File: src/rtl/jtcps2_obj_draw.sv
// CPS2 object tile renderer: fetches two planar ROM words per 16-pixel tile row and writes the
// non-transparent pixels to the line buffer. Optional `JTCPS2_OBJDRAW_PREFETCH_EN overlaps the second fetch with drawing.
module jtcps2_obj_draw (
    input  logic        rst,
    input  logic        clk,
    input  logic        start,
    output logic        idle,
    input  logic [15:0] code,
    input  logic [15:0] attr,
    input  logic [8:0]  hpos,
    input  logic [2:0]  prio,
    input  logic [1:0]  bank,
    output logic [22:0] rom_addr,
    output logic        rom_cs,
    input  logic        rom_ok,
    input  logic [31:0] rom_data,
    output logic [8:0]  buf_addr,
    output logic [11:0] buf_data,
    output logic        buf_wr
);

    typedef enum logic [2:0] {IDLE, REQ0, DRAW0, REQ1, DRAW1} state_t;

    state_t      state, state_nxt;
    logic [15:0] code_r;
    logic [3:0]  vsub_r;
    logic        hflip_r;
    logic [4:0]  pal_r;
    logic [2:0]  prio_r;
    logic [1:0]  bank_r;
    logic [8:0]  x_r;
    logic [31:0] sr;
    logic [2:0]  cnt;
    logic        fresh;
    logic        take;
    logic        half_sel;
    logic [3:0]  pixel;
    logic        unused_attr;

    assign unused_attr = ^{attr[15:12], attr[7:6]};

    // rom_ok is not trusted in the first cycle after the address moves
    assign take = rom_ok && !fresh;

`ifdef JTCPS2_OBJDRAW_PREFETCH_EN
    logic [31:0] hold;
    logic        hold_vld;
    logic        pf_take;
    assign pf_take = (state == DRAW0) && !hold_vld && take;
`endif

    always_ff @(posedge clk or posedge rst) begin
        if (rst) state <= IDLE;
        else     state <= state_nxt;
    end

    always_comb begin
        state_nxt = state;
        case (state)
            IDLE:  if (start) state_nxt = REQ0;
            REQ0:  if (take) state_nxt = DRAW0;
            DRAW0: if (cnt == 3'd7) begin
`ifdef JTCPS2_OBJDRAW_PREFETCH_EN
                       state_nxt = (hold_vld || pf_take) ? DRAW1 : REQ1;
`else
                       state_nxt = REQ1;
`endif
                   end
            REQ1:  if (take) state_nxt = DRAW1;
            DRAW1: if (cnt == 3'd7) state_nxt = IDLE;
            default: state_nxt = IDLE;
        endcase
    end

    always_ff @(posedge clk or posedge rst) begin
        if (rst) begin
            code_r  <= 16'd0;
            vsub_r  <= 4'd0;
            hflip_r <= 1'b0;
            pal_r   <= 5'd0;
            prio_r  <= 3'd0;
            bank_r  <= 2'd0;
            x_r     <= 9'd0;
            sr      <= 32'd0;
            cnt     <= 3'd0;
            fresh   <= 1'b0;
        end else begin
`ifdef JTCPS2_OBJDRAW_PREFETCH_EN
            fresh <= (state_nxt != state) &&
                     (state_nxt == REQ0 || state_nxt == REQ1 || state_nxt == DRAW0);
`else
            fresh <= (state_nxt != state) && (state_nxt == REQ0 || state_nxt == REQ1);
`endif
            if (state == IDLE && start) begin
                code_r  <= code;
                vsub_r  <= attr[11:8];
                hflip_r <= attr[5];
                pal_r   <= attr[4:0];
                prio_r  <= prio;
                bank_r  <= bank;
                x_r     <= hpos;
            end
            if ((state == REQ0 || state == REQ1) && take) begin
                sr  <= rom_data;
                cnt <= 3'd0;
            end
            if (state == DRAW0 || state == DRAW1) begin
                cnt <= cnt + 3'd1;
                x_r <= x_r + 9'd1;
                sr  <= hflip_r ? (sr >> 1) : (sr << 1);
`ifdef JTCPS2_OBJDRAW_PREFETCH_EN
                if (state == DRAW0 && cnt == 3'd7 && (hold_vld || pf_take))
                    sr <= hold_vld ? hold : rom_data;
`endif
            end
        end
    end

`ifdef JTCPS2_OBJDRAW_PREFETCH_EN
    always_ff @(posedge clk or posedge rst) begin
        if (rst) begin
            hold     <= 32'd0;
            hold_vld <= 1'b0;
        end else if (state == IDLE && start) begin
            hold_vld <= 1'b0;
        end else if (pf_take) begin
            hold     <= rom_data;
            hold_vld <= 1'b1;
        end
    end
`endif

    always_comb begin
        idle     = (state == IDLE);
`ifdef JTCPS2_OBJDRAW_PREFETCH_EN
        rom_cs   = (state == REQ0) || (state == REQ1) || (state == DRAW0 && !hold_vld);
        half_sel = (state == REQ1) || (state == DRAW1) || (state == DRAW0);
`else
        rom_cs   = (state == REQ0) || (state == REQ1);
        half_sel = (state == REQ1) || (state == DRAW1);
`endif
        rom_addr = {bank_r, code_r, vsub_r, hflip_r ^ half_sel};
        pixel    = hflip_r ? {sr[24], sr[16], sr[8], sr[0]} : {sr[31], sr[23], sr[15], sr[7]};
        buf_wr   = (state == DRAW0 || state == DRAW1) && (pixel != 4'hF);
        buf_addr = x_r;
        buf_data = {prio_r, pal_r, pixel};
    end

endmodule

File: config.mk
export PLATFORM = sky130hd
export DESIGN_NAME = jtcps2_obj_draw
export DESIGN_NICKNAME = d
export VERILOG_FILES = /design/src/rtl/jtcps2_obj_draw.sv
export SDC_FILE = /design/constraint.sdc
export NUM_CORES = 1
export LEC_CHECK = 0
export BUFFER_PORTS_ARGS = -buffer_cell sky130_fd_sc_hd__buf_2
export CAP_MARGIN = 15
export CORE_ASPECT_RATIO = 1.75
export CORE_MARGIN = 8
export CORE_UTILIZATION = 50
export CTS_CLUSTER_SIZE = 20
export DETAILED_ROUTE_END_ITERATION = 16
export PLACE_DENSITY_LB_ADDON = 0.12
export SLEW_MARGIN = 40
export SYNTH_ARGS = -nofsm -noshare
export SYNTH_HDL_FRONTEND = slang
export SYNTH_SLANG_ARGS = --single-unit
File: constraint.sdc
create_clock -name clk -period 3.6 [get_ports clk]
set_input_delay 0.72 -clock clk [delete_from_list [all_inputs] [get_ports clk]]
set_output_delay 0.72 -clock clk [all_outputs]
set_load 0.02 [all_outputs]
## Word level (Yosys, flattened, before mapping)

Cells that the tools add are included.

- Add/sub/neg operators: 2
- Mux-type cells: 14
- Bitwise operators: 1
- Equal/unequal tests: 9
- Reductions and logical operators: 13

Operator list:

| operator | count |
|---|---|
| $mux W32 | 3 |
| $mux W3 | 7 |
| $mux W9 | 2 |
| $pmux W3 S5 | 1 |
| $add A9 B1 Y9 const B | 1 |
| $eq A3 B2 Y1 const B | 3 |
| $eq A3 B1 Y1 const B | 2 |
| $eq A3 B3 Y1 const B | 2 |
| $logic_and A1 B1 Y1 | 5 |
| $logic_or A1 B1 Y1 | 4 |
| $mux W4 | 1 |
| $ne A4 B4 Y1 const B | 1 |
| $reduce_bool A2 Y1 | 2 |
| $add A3 B1 Y3 const B | 1 |
| $logic_not A3 Y1 | 1 |
| $ne A3 B3 Y1 | 1 |
| $logic_not A1 Y1 | 1 |
| $xor A1 B1 Y1 | 1 |

- Register bits: 79
- Logic and storage cells: 50

## Depth between registers and ports, before layout

- Depth after elaboration: 7
- Depth in mapped cells: 8
- Depth with buffers taken out: 4

## Least setup slack after synthesis

No wires, ideal clock.

- Path kind: flip-flop to output port
- From: reg state[2]
- To: out buf_wr
- Cell stages (with the launch flop): 8
- Arrival: 1703 ps
- Data required time: 2880 ps
- Slack: 1177 ps
- Path through: dfrtp_1 buf_4 xnor2_1 or2_1 clkbuf_1 buf_2 buf_1 a41oi_1

- Longest elaborated chain between the ends: 3

RTL lines:

| what | line | RTL |
|---|---|---|
| start: declaration | 24 | `state_t state, state_nxt;` |
| start signal: assignment | 54 | `else state <= state_nxt;` |
| $eq A3 B2 Y1 or $eq A3 B3 Y1 (tied branches) | 144 | `buf_wr = (state == DRAW0 \|\| state == DRAW1) && (pixel != 4'hF);` |
| $logic_or A1 B1 Y1 (*) | 144 |  |
| $logic_and A1 B1 Y1 (*) | 144 |  |
| end: declaration | 19 | `output logic buf_wr` |

Every way passes the cells marked *; elsewhere a longest branch is shown, timed or not.

## Worst setup path in the final report

- From: reg hflip_r
- To: out buf_wr

- Longest elaborated chain between the ends: 3

RTL lines:

| what | line | RTL |
|---|---|---|
| start: declaration | 27 | `logic hflip_r;` |
| start signal: assignment | 97 | `hflip_r <= attr[5];` |
| $mux W4 | 143 | `pixel = hflip_r ? {sr[24], sr[16], sr[8], sr[0]} : {sr[31], sr[23], sr[15], sr[7]};` |
| $ne A4 B4 Y1 | 144 |  |
| $logic_and A1 B1 Y1 | 144 |  |

Every way passes these cells.

==> metrics <==
area fraction of the dominant cell type after synthesis=0.5117; total die area=approximately 11,000 µm²; logic depth of the worst register-to-register path=5; flip-flop cell with the highest count after synthesis=dfrtp_1; CTS tree=done; path class of the lowest-slack min-delay path=input port to async pin; crit start category=register; GR Util met1=0.2002; average footprint of a synthesized cell=8.663 µm²; DRC Markers=0; final cell count without fillers=647; total number of H-tree levels=3; Yosys warning count=0; global routing's busiest layer=met2; post-synth net total=about 530; RD Place Congestion=0.7894; total routing usage reported by global routing=0.1905; final setup fails=0; Reg2Reg Launch Point=state[1]; data required time at the worst endpoint=2.88 ns; final worst path period need=2.811 ns; net switching power=2.196 mW; mean number of vias per cell=5.496; clock skew after layout=0.003913 ns; via total after detailed routing=3,556; Antenna Violating Nets Remaining=0; combinational power share=0.483; cell total after placement=634; final HPWL from detailed placement=7309 µm; leading cell type in the layout, fill and taps excluded=nand2_1; total leakage power=2.381 nW; worst slew margin relative to its limit=0.5190; Switching Fraction=0.4453; Setup TNS Final=0 ns; violation count after the first detailed-route iteration=between 200 and 250; clock latency at the later pin of the worst-skew pair=0.34 ns; kind of end point of the critical path=output port; die height=132.3 µm; Synth Register Bits=79; Clk pwr share=0.162; main area contributors after synthesis=dfrtp_1, nand2_1, a211oi_1, a31oi_1, nor2b_1; power share of the sequential group=0.355; Total Power=~5 mW; number of global-route vias before repair=between 3,000 and 4,000; result of the run=finished, final reports clean; horizontal die dimension=82.45 µm; Slew Viols, Final=0; Least-Margin Pin Slew=0.7215 ns; Hold Buf Count CTS=0; max cap viols=0; Min Hold Slack=0.4023 ns; maximum ir drop on the vdd rail=544.5 µV; biggest area consumer among synthesized cells=dfrtp_1; worst reg2reg path endpoint=buf_addr[3]; slack of the worst reg-to-reg path=~1.4 ns; post-CTS setup-driven buffer insertion count=0; top-level I/O count=129; final-stage net count=642; Power Dens Cells=1030 nW/µm²; area grow syn2layout=23.90%; maximum buffer depth of the clock tree=2; hold violation count in the final report=0; met3 routing resource usage after global routing=0.06352; effective utilization at floorplan=0.5142; number of synthesized flops with an enable pin=0; number of antenna violations at the first check in global routing=0; Routed WL=10,060 µm; fraction of final layout cells sized beyond drive strength 1=0.2737; synthesized netlist cell count=446; IO buf count=122; maximum number of pins on one net before global-route repair=60; drt first pass iters=4; Netlist cell types=40; crit path kind=register to output port; cells resized by post-CTS repair=0; synthesized cell area=3864 µm²; unrepaired setup endpoints after global routing=no; row count=42; cts bufs inserted=9; TritonCTS Sinks=79; Clock transition at path regs=about 0.05 ns; fraction of registers with async set or reset after synthesis=1.000; routed len/inst=15.55 µm; Root Buffer=clkbuf_16; launching element of the worst setup path=hflip_r; wire length of the first global-routing pass=roughly 16,000 µm; antenna diode count=0; sequential fraction of the synthesis area=0.5117; P_int=2.735 mW; Critical Path AT=2.09 ns; commonest non-fill, non-tap cells in the layout=nand2_1, buf_2, dfrtp_1; M2 GR Usage=0.3234; final standard cell utilization of the core=0.6370; Critical Path Sink=buf_wr; post-route clock period utilization=0.7808; Floorplan Core Area=7515 µm²; Congestion Overflow GR=0; Fmax achieved=355.8 MHz; Max Fanout on Critical Path=24
==> layout make-up <==
class,instances,area (µm²)
Tap cell,88,110.1
Clock buffer,11,242.7
Timing Repair Buffer,132,685.7
Sequential cell,79,1977
Clock inverter,2,10.01
Multi-Input combinational cell,332,1745
Fill cell,655,2728
Inverter,3,16.27
==> cells in the mapped netlist, types with 3 or more instances <==
library cell / instances
buf_2: 13
a221oi_1: 3
inv_1: 3
nor3_1: 3
nand3_1: 9
nand2_1: 166
a31oi_1: 32
clkbuf_1: 16
o22ai_1: 5
ha_1: 3
nor2b_1: 22
dfrtp_1: 79
nand2b_1: 3
a21oi_1: 6
xor2_1: 3
and2_1: 12
nor2_1: 8
a211oi_1: 31
xnor2_1: 4
==> through the flow <==
stage	cell area [µm²]	setup slack, ns
2_1_floorplan	3864	0.8566
3_3_place_gp	4527	1.159
3_5_place_dp	4534	1.146
4_1_cts	4787	0.7780
5_1_grt	4787	0.6073
6_report	4787	0.7891
==> cells by family (layout without fill, tap and decap cells) <==
family,count (synthesis),count (layout),share of synthesized area
compound gates,89,89,0.1590
xor+xnor,7,7,0.01587
fa+ha+maj,3,3,0.009716
buf+inv,35,148,0.03919
flops,79,79,0.5117
mux,2,2,0.005505
simple gates,231,231,0.2591
==> state kept, by name, summed over array words and instances (netlist names) <==
name      count
fresh         1
cnt           3
bank_r        2
sr           32
prio_r        3
code_r       16
hflip_r       1
pal_r         5
buf_addr      9
vsub_r        4
state         3
==> power groups by stage <==
| stage | logic [mW] | registers [mW] | clock network [mW] |
|---|---|---|---|
| 2_1_floorplan | 1.58 | 1.87 | 0 |
| 3_3_place_gp | 2.35 | 1.75 | 0 |
| 3_5_place_dp | 2.41 | 1.75 | 0 |
| 4_1_cts | 2.42 | 1.75 | 0.814 |
| 5_1_grt | 2.66 | 1.81 | 0.846 |
| 6_report | 2.38 | 1.75 | 0.797 |
==> routing by layer <==
layer / wire length (µm) / up-vias
li1: - / 1748
met1: 3864 / 1683
met2: 5182 / 103
met3: 755 / 22
met4: 259 / 0
met5: 0 / -
==> worst min path at each step <==
stage                          start          to  cells past startpoint
final                            rst   code_r[8]                      2
after global routing             rst   code_r[8]                      2
after CTS                        rst  code_r[10]                      2
after detailed placement  code_r[13]  code_r[13]                      2
after global placement      pal_r[2]    pal_r[2]                      2
after floorplan               cnt[0]      cnt[0]                      1
==> worst max-delay path: stages (launching register included) <==
cell and delay (ns):
dfrtp_1 0.80, buf_4 0.33, nor2b_1 0.08, a21o_1 0.17
a41oi_1 0.18, buf_2 0.19
Note: power is estimated with default switching activity, not from simulation.
